File: config.mk
export PLATFORM = sky130hd
export DESIGN_NAME = groestl_scan_ctrl
export DESIGN_NICKNAME = d
export VERILOG_FILES = /design/src/rtl/groestl_scan_pkg.sv /design/src/rtl/groestl_scan_ctrl_fifo.sv /design/src/rtl/groestl_scan_ctrl.sv
export SDC_FILE = /design/constraint.sdc
export NUM_CORES = 2
export LEC_CHECK = 0
export CELL_PAD_IN_SITES_DETAIL_PLACEMENT = 1
export CELL_PAD_IN_SITES_GLOBAL_PLACEMENT = 1
export CORE_MARGIN = 8
export CORE_UTILIZATION = 44
export DETAILED_ROUTE_END_ITERATION = 10
export PLACE_DENSITY_LB_ADDON = 0.1
export SYNTH_ARGS = -nofsm -noshare
export SYNTH_HDL_FRONTEND = slang
export SYNTH_HIERARCHICAL = 1
export SYNTH_SLANG_ARGS = --single-unit
File: constraint.sdc
create_clock -name clk -period 45.2 [get_ports clk]
set_input_delay 11.3 -clock clk [delete_from_list [all_inputs] [get_ports clk]]
set_output_delay 11.3 -clock clk [all_outputs]
set_load 0.03 [all_outputs]
File: src/rtl/groestl_scan_pkg.sv
// Shared constants for the double-Groestl nonce-scan controller:
// register map, status/control bit positions and the scan FSM state type.
package groestl_scan_pkg;

  localparam int unsigned MSG_WORDS = 19;

  // Write-side register addresses
  localparam int unsigned ADDR_TARGET_HI   = 'h18;
  localparam int unsigned ADDR_TARGET_LO   = 'h19;
  localparam int unsigned ADDR_NONCE_START = 'h1A;
  localparam int unsigned ADDR_NONCE_END   = 'h1B;
  localparam int unsigned ADDR_CTRL        = 'h1C;

  // Read-side register addresses
  localparam int unsigned ADDR_FIFO_RD   = 'h00;
  localparam int unsigned ADDR_STATUS_RD = 'h01;
  localparam int unsigned ADDR_START_RD  = 'h02;
  localparam int unsigned ADDR_NEXT_RD   = 'h03;
  localparam int unsigned ADDR_OUTST_RD  = 'h04;

  // Control register bits
  localparam int unsigned CTRL_START      = 0;
  localparam int unsigned CTRL_ABORT      = 1;
  localparam int unsigned CTRL_FIFO_CLEAR = 2;
  localparam int unsigned CTRL_IRQ_EN     = 3;

  // Status register bits / fields
  localparam int unsigned STAT_BUSY      = 0;
  localparam int unsigned STAT_DONE      = 1;
  localparam int unsigned STAT_EMPTY     = 2;
  localparam int unsigned STAT_OVERFLOW  = 3;
  localparam int unsigned STAT_COUNT_LSB = 8;
  localparam int unsigned STAT_FOUND_LSB = 16;

  typedef enum logic [1:0] {
    S_IDLE,
    S_DISPATCH,
    S_DRAIN,
    S_DONE
  } scan_state_e;

endpackage

File: src/rtl/groestl_scan_ctrl_fifo.sv
// scan_result_fifo: synchronous FIFO holding winning nonces.
// Ports: clk/reset, push/din, pop/head_c (combinational head), clear (empties
// and clears overflow, wins over push/pop), clr_ovf (clears overflow only),
// count, full_c, empty_c, overflow (sticky, set on a push that is dropped).
module scan_result_fifo #(
  parameter int unsigned DEPTH = 8,
  parameter int unsigned WIDTH = 32
) (
  input  logic                     clk,
  input  logic                     reset,
  input  logic                     push,
  input  logic                     pop,
  input  logic                     clear,
  input  logic                     clr_ovf,
  input  logic [WIDTH-1:0]         din,
  output logic [WIDTH-1:0]         head_c,
  output logic [$clog2(DEPTH):0]   count,
  output logic                     full_c,
  output logic                     empty_c,
  output logic                     overflow
);

  localparam int unsigned PW = $clog2(DEPTH);
  localparam int unsigned CW = PW + 1;

  logic [WIDTH-1:0] mem [DEPTH];
  logic [PW-1:0]    rd_ptr;
  logic [PW-1:0]    wr_ptr;
  logic             do_pop;
  logic             do_push;

  assign empty_c = (count == '0);
  assign full_c  = (count == CW'(DEPTH));
  assign head_c  = mem[rd_ptr];
  assign do_pop  = pop && !empty_c;
  // A pop in the same cycle frees the slot a full-FIFO push needs
  assign do_push = push && (!full_c || do_pop);

  always_ff @(posedge clk or posedge reset) begin
    if (reset) begin
      rd_ptr   <= '0;
      wr_ptr   <= '0;
      count    <= '0;
      overflow <= 1'b0;
      for (int i = 0; i < DEPTH; i++) mem[i] <= '0;
    end else if (clear) begin
      rd_ptr   <= '0;
      wr_ptr   <= '0;
      count    <= '0;
      overflow <= 1'b0;
    end else begin
      if (do_push) begin
        mem[wr_ptr] <= din;
        wr_ptr      <= wr_ptr + PW'(1);
      end
      if (do_pop) rd_ptr <= rd_ptr + PW'(1);
      if (do_push && !do_pop)      count <= count + CW'(1);
      else if (!do_push && do_pop) count <= count - CW'(1);
      if (push && !do_push) overflow <= 1'b1;
      else if (clr_ovf)     overflow <= 1'b0;
    end
  end

endmodule

File: src/rtl/groestl_scan_ctrl.sv
// groestl_scan_ctrl: nonce-scan controller for NUM_LANES double-Groestl lanes.
// Ports: clk/reset; Avalon-MM slave (address, writedata, write, read,
// chipselect, readdata); msg_out header broadcast; per-lane handshake
// (lane_ready/start/nonce issue side, lane_done/hash/ack result side);
// lane_flush abort pulse; irq (FIFO not empty and enabled).
module groestl_scan_ctrl
  import groestl_scan_pkg::*;
#(
  parameter int unsigned NUM_LANES  = 2,
  parameter int unsigned FIFO_DEPTH = 8,
  parameter int unsigned AW         = 6
) (
  input  logic                      clk,
  input  logic                      reset,
  input  logic [AW-1:0]             address,
  input  logic [31:0]               writedata,
  input  logic                      write,
  input  logic                      read,
  input  logic                      chipselect,
  output logic [31:0]               readdata,
  output logic [MSG_WORDS*32-1:0]   msg_out,
  input  logic [NUM_LANES-1:0]      lane_ready,
  output logic [NUM_LANES-1:0]      lane_start,
  output logic [32*NUM_LANES-1:0]   lane_nonce,
  input  logic [NUM_LANES-1:0]      lane_done,
  input  logic [64*NUM_LANES-1:0]   lane_hash,
  output logic [NUM_LANES-1:0]      lane_ack,
  output logic                      lane_flush,
  output logic                      irq
);

  localparam int unsigned LW = (NUM_LANES > 1) ? $clog2(NUM_LANES) : 1;
  localparam int unsigned CW = $clog2(FIFO_DEPTH) + 1;

  scan_state_e          state;
  logic [31:0]          target_hi, target_lo, nonce_start, nonce_end, next_nonce;
  logic                 irq_en, done;
  logic [15:0]          found_total;
  logic [NUM_LANES-1:0] busy_lane;
  logic [31:0]          tag [NUM_LANES];
  logic [LW-1:0]        rr_ptr;

  logic          wr_en, rd_en, ctrl_wr, start_c, abort_c, clear_c, busy_c;
  logic          iss_c, acc_c, win_c, push_c, pop_c;
  logic [LW-1:0] iss_idx, acc_idx;
  int unsigned   scan_j;
  logic [31:0]   head_c, status_c, rd_mux_c, outstanding_c;
  logic [CW-1:0] fifo_count;
  logic          fifo_full_c, fifo_empty_c, overflow;

  assign wr_en   = write && chipselect;
  assign rd_en   = read && chipselect;
  assign ctrl_wr = wr_en && (address == AW'(ADDR_CTRL));
  assign abort_c = ctrl_wr && writedata[CTRL_ABORT];
  assign clear_c = ctrl_wr && writedata[CTRL_FIFO_CLEAR];
  assign busy_c  = (state == S_DISPATCH) || (state == S_DRAIN);
  // Start only from a quiescent state; abort in the same write wins
  assign start_c = ctrl_wr && writedata[CTRL_START] && !writedata[CTRL_ABORT] && !busy_c;

  // Round-robin issue: first ready, non-busy lane starting at rr_ptr
  always_comb begin
    iss_c   = 1'b0;
    iss_idx = '0;
    scan_j  = 0;
    if (state == S_DISPATCH && !abort_c) begin
      for (int k = 0; k < NUM_LANES; k++) begin
        scan_j = 32'(rr_ptr) + 32'(k);
        if (scan_j >= NUM_LANES) scan_j = scan_j - NUM_LANES;
        if (!iss_c && lane_ready[scan_j] && !busy_lane[scan_j]) begin
          iss_c   = 1'b1;
          iss_idx = LW'(scan_j);
        end
      end
    end
  end

  // Fixed-priority result accept; lanes acked last cycle still show done, so skip them
  always_comb begin
    acc_c   = 1'b0;
    acc_idx = '0;
    for (int i = NUM_LANES - 1; i >= 0; i--) begin
      if (lane_done[i] && !lane_ack[i]) begin
        acc_c   = 1'b1;
        acc_idx = LW'(i);
      end
    end
  end

  assign win_c  = lane_hash[64*acc_idx +: 64] <= {target_hi, target_lo};
  assign push_c = acc_c && win_c && !abort_c;
  assign pop_c  = rd_en && (address == AW'(ADDR_FIFO_RD)) && !fifo_empty_c;

  always_comb begin
    outstanding_c = '0;
    for (int i = 0; i < NUM_LANES; i++)
      if (busy_lane[i]) outstanding_c = outstanding_c + 32'd1;
  end

  always_comb begin
    status_c                           = '0;
    status_c[STAT_BUSY]                = busy_c;
    status_c[STAT_DONE]                = done;
    status_c[STAT_EMPTY]               = fifo_empty_c;
    status_c[STAT_OVERFLOW]            = overflow;
    status_c[STAT_COUNT_LSB +: 8]      = 8'(fifo_count);
    status_c[STAT_FOUND_LSB +: 16]     = found_total;
  end

  always_comb begin
    rd_mux_c = '0;
    case (address)
      AW'(ADDR_FIFO_RD):   rd_mux_c = fifo_empty_c ? 32'd0 : head_c;
      AW'(ADDR_STATUS_RD): rd_mux_c = status_c;
      AW'(ADDR_START_RD):  rd_mux_c = nonce_start;
      AW'(ADDR_NEXT_RD):   rd_mux_c = next_nonce;
      AW'(ADDR_OUTST_RD):  rd_mux_c = outstanding_c;
      default:             rd_mux_c = '0;
    endcase
  end

  scan_result_fifo #(.DEPTH(FIFO_DEPTH), .WIDTH(32)) u_fifo (
    .clk      (clk),
    .reset    (reset),
    .push     (push_c),
    .pop      (pop_c),
    .clear    (clear_c),
    .clr_ovf  (start_c),
    .din      (tag[acc_idx]),
    .head_c   (head_c),
    .count    (fifo_count),
    .full_c   (fifo_full_c),
    .empty_c  (fifo_empty_c),
    .overflow (overflow)
  );

  // Register file, scan FSM, lane handshakes
  always_ff @(posedge clk or posedge reset) begin
    if (reset) begin
      state       <= S_IDLE;
      readdata    <= '0;
      msg_out     <= '0;
      target_hi   <= '0;
      target_lo   <= '0;
      nonce_start <= '0;
      nonce_end   <= '0;
      next_nonce  <= '0;
      irq_en      <= 1'b0;
      irq         <= 1'b0;
      done        <= 1'b0;
      found_total <= '0;
      busy_lane   <= '0;
      rr_ptr      <= '0;
      lane_start  <= '0;
      lane_nonce  <= '0;
      lane_ack    <= '0;
      lane_flush  <= 1'b0;
      for (int i = 0; i < NUM_LANES; i++) tag[i] <= '0;
    end else begin
      lane_start <= '0;
      lane_ack   <= '0;
      lane_flush <= 1'b0;
      irq        <= irq_en && !fifo_empty_c;

      if (wr_en) begin
        for (int k = 0; k < MSG_WORDS; k++)
          if (address == AW'(k)) msg_out[32*k +: 32] <= writedata;
        case (address)
          AW'(ADDR_TARGET_HI):   target_hi   <= writedata;
          AW'(ADDR_TARGET_LO):   target_lo   <= writedata;
          AW'(ADDR_NONCE_START): nonce_start <= writedata;
          AW'(ADDR_NONCE_END):   nonce_end   <= writedata;
          AW'(ADDR_CTRL):        irq_en      <= writedata[CTRL_IRQ_EN];
          default: ;
        endcase
      end

      if (rd_en) readdata <= rd_mux_c;

      if (acc_c) begin
        lane_ack[acc_idx]  <= 1'b1;
        busy_lane[acc_idx] <= 1'b0;
        if (push_c && found_total != 16'hFFFF) found_total <= found_total + 16'd1;
      end

      if (abort_c) begin
        lane_flush <= 1'b1;
        busy_lane  <= '0;
        state      <= S_IDLE;
      end else begin
        case (state)
          S_IDLE, S_DONE: begin
            if (start_c) begin
              next_nonce  <= nonce_start;
              found_total <= '0;
              done        <= 1'b0;
              rr_ptr      <= '0;
              state       <= S_DISPATCH;
            end
          end
          S_DISPATCH: begin
            if (iss_c) begin
              lane_start[iss_idx]          <= 1'b1;
              lane_nonce[32*iss_idx +: 32] <= next_nonce;
              busy_lane[iss_idx]           <= 1'b1;
              tag[iss_idx]                 <= next_nonce;
              next_nonce                   <= next_nonce + 32'd1;
              rr_ptr <= (32'(iss_idx) == NUM_LANES - 1) ? '0 : iss_idx + LW'(1);
              // Inclusive end; 32-bit increment handles wrap past 0xFFFFFFFF
              if (next_nonce == nonce_end) state <= S_DRAIN;
            end
          end
          S_DRAIN: begin
            if (busy_lane == '0) begin
              done  <= 1'b1;
              state <= S_DONE;
            end
          end
          default: state <= S_IDLE;
        endcase
      end
    end
  end

endmodule

; Word level (Yosys, flattened, before mapping)
; Index checks and enable logic that the tools add are counted.
[word_totals]
regBits = 1224
out_inout_bits = 710
in_bits = 175
word_cells = 289
[classes]
n_shift = 3
magnitude_cmp = 15
add_sub_neg = 12
n_reduce_logical = 83
n_bitwise = 9
eq_ne = 36
mux = 81
[op_table]
columns = operator, count
row1 = 32-bit two-way mux, 15
row2 = 256-bit bitwise mux, 1
row3 = 32-bit case mux with 5 select lines, 1
row4 = 64-bit bitwise mux, 2
row5 = 128-bit by 8-bit variable part select with 64-bit output, 1
row6 = 32-bit binary-select mux with 3-bit select, 1
row7 = 32-bit demux with 3-bit select, 1
row8 = 16-bit two-way mux, 5
row9 = 32-bit by 1-bit adder with 32-bit output (second input constant), 2
row10 = 64-bit less-or-equal comparator, 1
row11 = 32-bit by 2-bit < comparator with 1-bit output (second input constant), 2
row12 = 32-bit case mux with 2 select lines, 1
row13 = 32-bit by 34-bit variable shift with 64-bit output (first input constant), 1
row14 = 32-bit by 34-bit variable part select with 64-bit output, 1
row15 = 2-bit AND reduction, 25
row16 = 6-bit by 4-bit == test with 1-bit output (second input constant), 8
row17 = 6-bit by 5-bit == test with 1-bit output (second input constant), 8
row18 = 6-bit negation with 34-bit output, 1
row19 = 32-bit demux with 1-bit select, 1
row20 = 32-bit == test, 1
row21 = 1-bit logical AND, 29
row22 = 1-bit two-way mux, 28
row23 = 2-bit two-way mux, 13
row24 = 6-bit by 3-bit == test with 1-bit output (second input constant), 4
row25 = other kinds (46), 86

; Longest topological paths before layout
[depth]
ltp_word = 25
mapped_depth = 25
ltp_nobuf = 21

; By module
; Netlist, hierarchy kept.
[by_module_without_submodules]
columns = mod, instances, cells_per_inst, seq_area_each_um2, area_per_inst_um2
row1 = groestl_scan_ctrl, 1, 3211, 23948.0, 40169.8
row2 = scan_result_fifo, 1, 735, 6681.4, 12667.1

; Worst setup path before layout
; Ideal clock, no wire load.
[synth_timing]
kind = input to register
start = in lane_done[0]
end = reg u_fifo.count[3]
setup_slack_ps = 28974
path_stages = 25
arrival_time_ps = 16102
required_time_ps = 45075
n_path_buf = 4
setup_ps = 125
path_cell_list = nand2b_1 inv_1 nor2_1 clkbuf_1 buf_1 mux2_2 ha_1 nand4_1 nor4_1 and3_1 o31ai_1 a41oi_1 o21a_1 buf_6 buf_2 inv_1 o21ai_0 inv_1 ha_1 inv_1 ha_1 a21oi_1 a211oi_1 a31oi_1 mux2_2
[synth_between]
elab_chain_len = 10
word_cells_on_any_way = 14
cone_classes = order compare: 1 / shift: 1 / mux: 4 / reduce/logical: 8
[synth_lines]
columns = element, line
row1 = "start, declared", groestl_scan_ctrl.sv:25  ; input logic [NUM_LANES-1:0] lane_done,
row2 = 1-bit logical AND (*), groestl_scan_ctrl.sv:82  ; if (lane_done[i] && !lane_ack[i]) begin
row3 = 1-bit two-way mux, groestl_scan_ctrl.sv:82
row4 = 128-bit by 8-bit variable part select with 64-bit output, groestl_scan_ctrl.sv:89  ; assign win_c = lane_hash[64*acc_idx +: 64] <= {target_hi, target_lo};
row5 = 64-bit less-or-equal comparator, groestl_scan_ctrl.sv:89
row6 = 1-bit logical AND (*) (2 in series), groestl_scan_ctrl.sv:90  ; assign push_c = acc_c && win_c && !abort_c;
row7 = net push_c, groestl_scan_ctrl.sv:44  ; logic iss_c, acc_c, win_c, push_c, pop_c;
row8 = 1-bit logical AND (*), groestl_scan_ctrl_fifo.sv:37  ; assign do_push = push && (!full_c || do_pop);
row9 = 1-bit logical AND / 1-bit zero test (equally long branches), "groestl_scan_ctrl_fifo.sv:57, groestl_scan_ctrl_fifo.sv:58"
row10 = 4-bit two-way mux / 1-bit logical AND (equally long branches), "groestl_scan_ctrl_fifo.sv:57, groestl_scan_ctrl_fifo.sv:58"
row11 = 4-bit two-way mux / 3-bit nonzero test (equally long branches), n/a
row12 = "end signal, assigned", groestl_scan_ctrl_fifo.sv:57  ; if (do_push && !do_pop) count <= count + CW'(1);
row13 = "end signal, assigned", groestl_scan_ctrl_fifo.sv:58  ; else if (!do_push && do_pop) count <= count - CW'(1);
row14 = "end, declared", groestl_scan_ctrl_fifo.sv:17  ; output logic [$clog2(DEPTH):0] count,
; The timed path passes the listed nets; every way through them passes the cells marked *.
; A chain may end at the register's enable or synchronous reset.

; Worst setup path after layout
; Same ends and word-level chain as after synthesis.

==> flow_metrics.tcl <==
set metrics [dict create \
    dp_cells 6208 \
    grt_use_total_pct 32.1 \
    hold_buffers 0 \
    clockBufferDepth 3 \
    htreeDepth 4 \
    status "completed" \
    cp.required_ps 45870 \
    root_buffer "clkbuf_16" \
    rsz0062_at_grt "false" \
    crit_arrival_ps 18170 \
    post_drt_wl_per_cell_um 33.1 \
    min_period_ps 17510 \
    cp-start-kind "primary input" \
    num-nets-final 4989 \
    power_density_mw_per_mm2 54.8 \
    min_period_over_period_pct 38.7 \
    coreArea_mm2 0.119 \
    grt_pass1_wl_um 305000 \
    portBuffers 884 \
    synthCells 3945 \
    post_cts_buffers 0 \
    drt_pass1_iterations 5 \
    synth_area_mm2 0.0528 \
    drt_iter0_drc 2638 \
    syn_to_final_growth_pct 27.8 \
    rows 127 \
    ir_drop_v 0.0000409 \
    die_width_um 363 \
    drive_gt1_share_pct 30.2 \
    fill_cells 11749 \
    vias_per_cell 5.68 \
    p_leak_uw 0.0317 \
    stdcell_area_mm2 0.0675 \
    maxSlewViolCount 0 \
    cts_buffers 139 \
    grt_pass1_vias 40151 \
    start_util_pct 44.2 \
    syn_area_per_cell_um2 13.4 \
    hold_viol 0 \
    tns_ps 0 \
    die_h_um 363 \
    crit_path_end_kind "flip-flop" \
    tightest_slew_ps 1260 \
    routed_wl_um 214000 \
    grt_max_degree 170 \
    critPathMaxFanout 61 \
    antenna_found_initial 31 \
    placed_cell_area_mm2 0.0628 \
    drc 0 \
    clock_sinks 1224 \
    cts_tree "done" \
    post_cts_resized 0 \
    cap_violations 0 \
    clk_pin_slew_ps 60 \
    grt_overflow 0 \
    dp_hpwl_um 147000 \
    dieArea_mm2 0.131 \
    critical_path_class "in2reg" \
    setup_viol 0 \
    synth_nets 4197 \
    fin_skew_ps 33.3 \
    yosysWarnings 6 \
    max-slew-margin-rel_pct 16.0 \
    io_pins 885 \
    vias 36746 \
    final_cell_count_no_fill 6469 \
    clkLatencyLatePin_ps 780 \
    gp_congestion 0.876 \
    min_path_type "reg2reg" \
    fmax_ghz 0.0571 \
    ant_nets 0 \
]
-- final cells by class --
type / count / area [µm²] / area share (%)
multi-input cells: 2346 / 20700 / 30.6
inverters: 92 / 363 / 0.537
diodes: 14 / 35.0 / 0.0519
clock inverters: 41 / 662 / 0.980
flip-flops and latches: 1224 / 30600 / 45.4
well taps: 1612 / 2020 / 2.99
repair buffers: 934 / 9080 / 13.4
clock buffers: 206 / 4050 / 6.00
-- power by group --
part | switching, µW | total (µW) | internal, µW
registers | 196 | 1520 | 1330
logic | 563 | 1010 | 452
clock network | 495 | 1160 | 666
total | 1250 | 3700 | 2450
-- registers in the layout, indices dropped and copies added (netlist names) --
signal	flops
busy_lane	2
done	1
found_total	16
irq	1
irq_en	1
lane_ack	2
lane_flush	1
lane_nonce	64
lane_start	2
msg_out	608
next_nonce	32
nonce_end	32
nonce_start	32
readdata	32
rr_ptr	1
state	2
tag	64
target_hi	32
target_lo	32
u_fifo/count	4
u_fifo/mem	256
u_fifo/overflow	1
u_fifo/rd_ptr	3
u_fifo/wr_ptr	3
-- per-stage QoR --
step | hold slack [ps] | util (%) | total power, µW | setup slack [ps]
detailed placement | 458 | 52.5 | 2550 | 26980
global route | 492 | 56.5 | 3850 | 27280
finish | 468 | 56.5 | 3700 | 27690
floorplan | 440 | - | 2130 | 6980
CTS | 474 | 56.5 | 3720 | 27740
global placement | 454 | 52.5 | 2510 | 27150
-- layout by cell type, fill, tap and decap left out, types with 35 or more instances in the layout --
master              n
a21oi_1           102
buf_4              49
clkbuf_1           35
clkbuf_16         139
clkdlybuf4s50_1   852
dfrtp_1          1221
ha_1               75
inv_1              89
mux2_2            953
mux2_4             90
mux4_2             64
nand2_1           493
nand3_1            46
nor2_1             52
o21ai_0           145
-- routing by layer --
layer  vias up  GRT usage (%)  routed length, µm  part of all wire (%)
met2      1152           53.9             105000                    49
met3       370           10.0              16300                   7.6
li1      15456              -                  -                     -
met1     19750           38.0              81700                    38
met5         -              0                211                 0.098
met4        18           14.0              10600                   4.9
-- worst paths after layout --
path | start | end | slack (ps) | cells past startpoint
max reg2reg | lane_ack[0] | u_fifo/count[3] | 38240 | 23
min reg2reg | tag[21] | tag[21] | 470 | 2
min | tag[21] | tag[21] | 470 | 2
min in group asynchronous | reset | u_fifo/mem[150] | 11200 | 2
max in group asynchronous | reset | msg_out[233] | 30260 | 6
max | lane_done[0] | u_fifo/count[3] | 27690 | 24
-- critical path, cell delays in order --
cell and delay, ps:
clkdlybuf4s50_1 400, nand2b_1 110, inv_1 120, nor2_4 110
buf_4 630, buf_4 640, mux2_2 420, ha_1 290
nand4_1 180, nor4_1 560, and2_1 250, inv_1 60
a41oi_1 190, o21a_1 610, inv_1 340, o21ai_0 270
inv_1 90, ha_1 240, inv_1 120, ha_1 290
a21oi_1 280, a211oi_1 120, a31oi_1 160, mux2_2 350
Power figures use the tool's default switching activity.
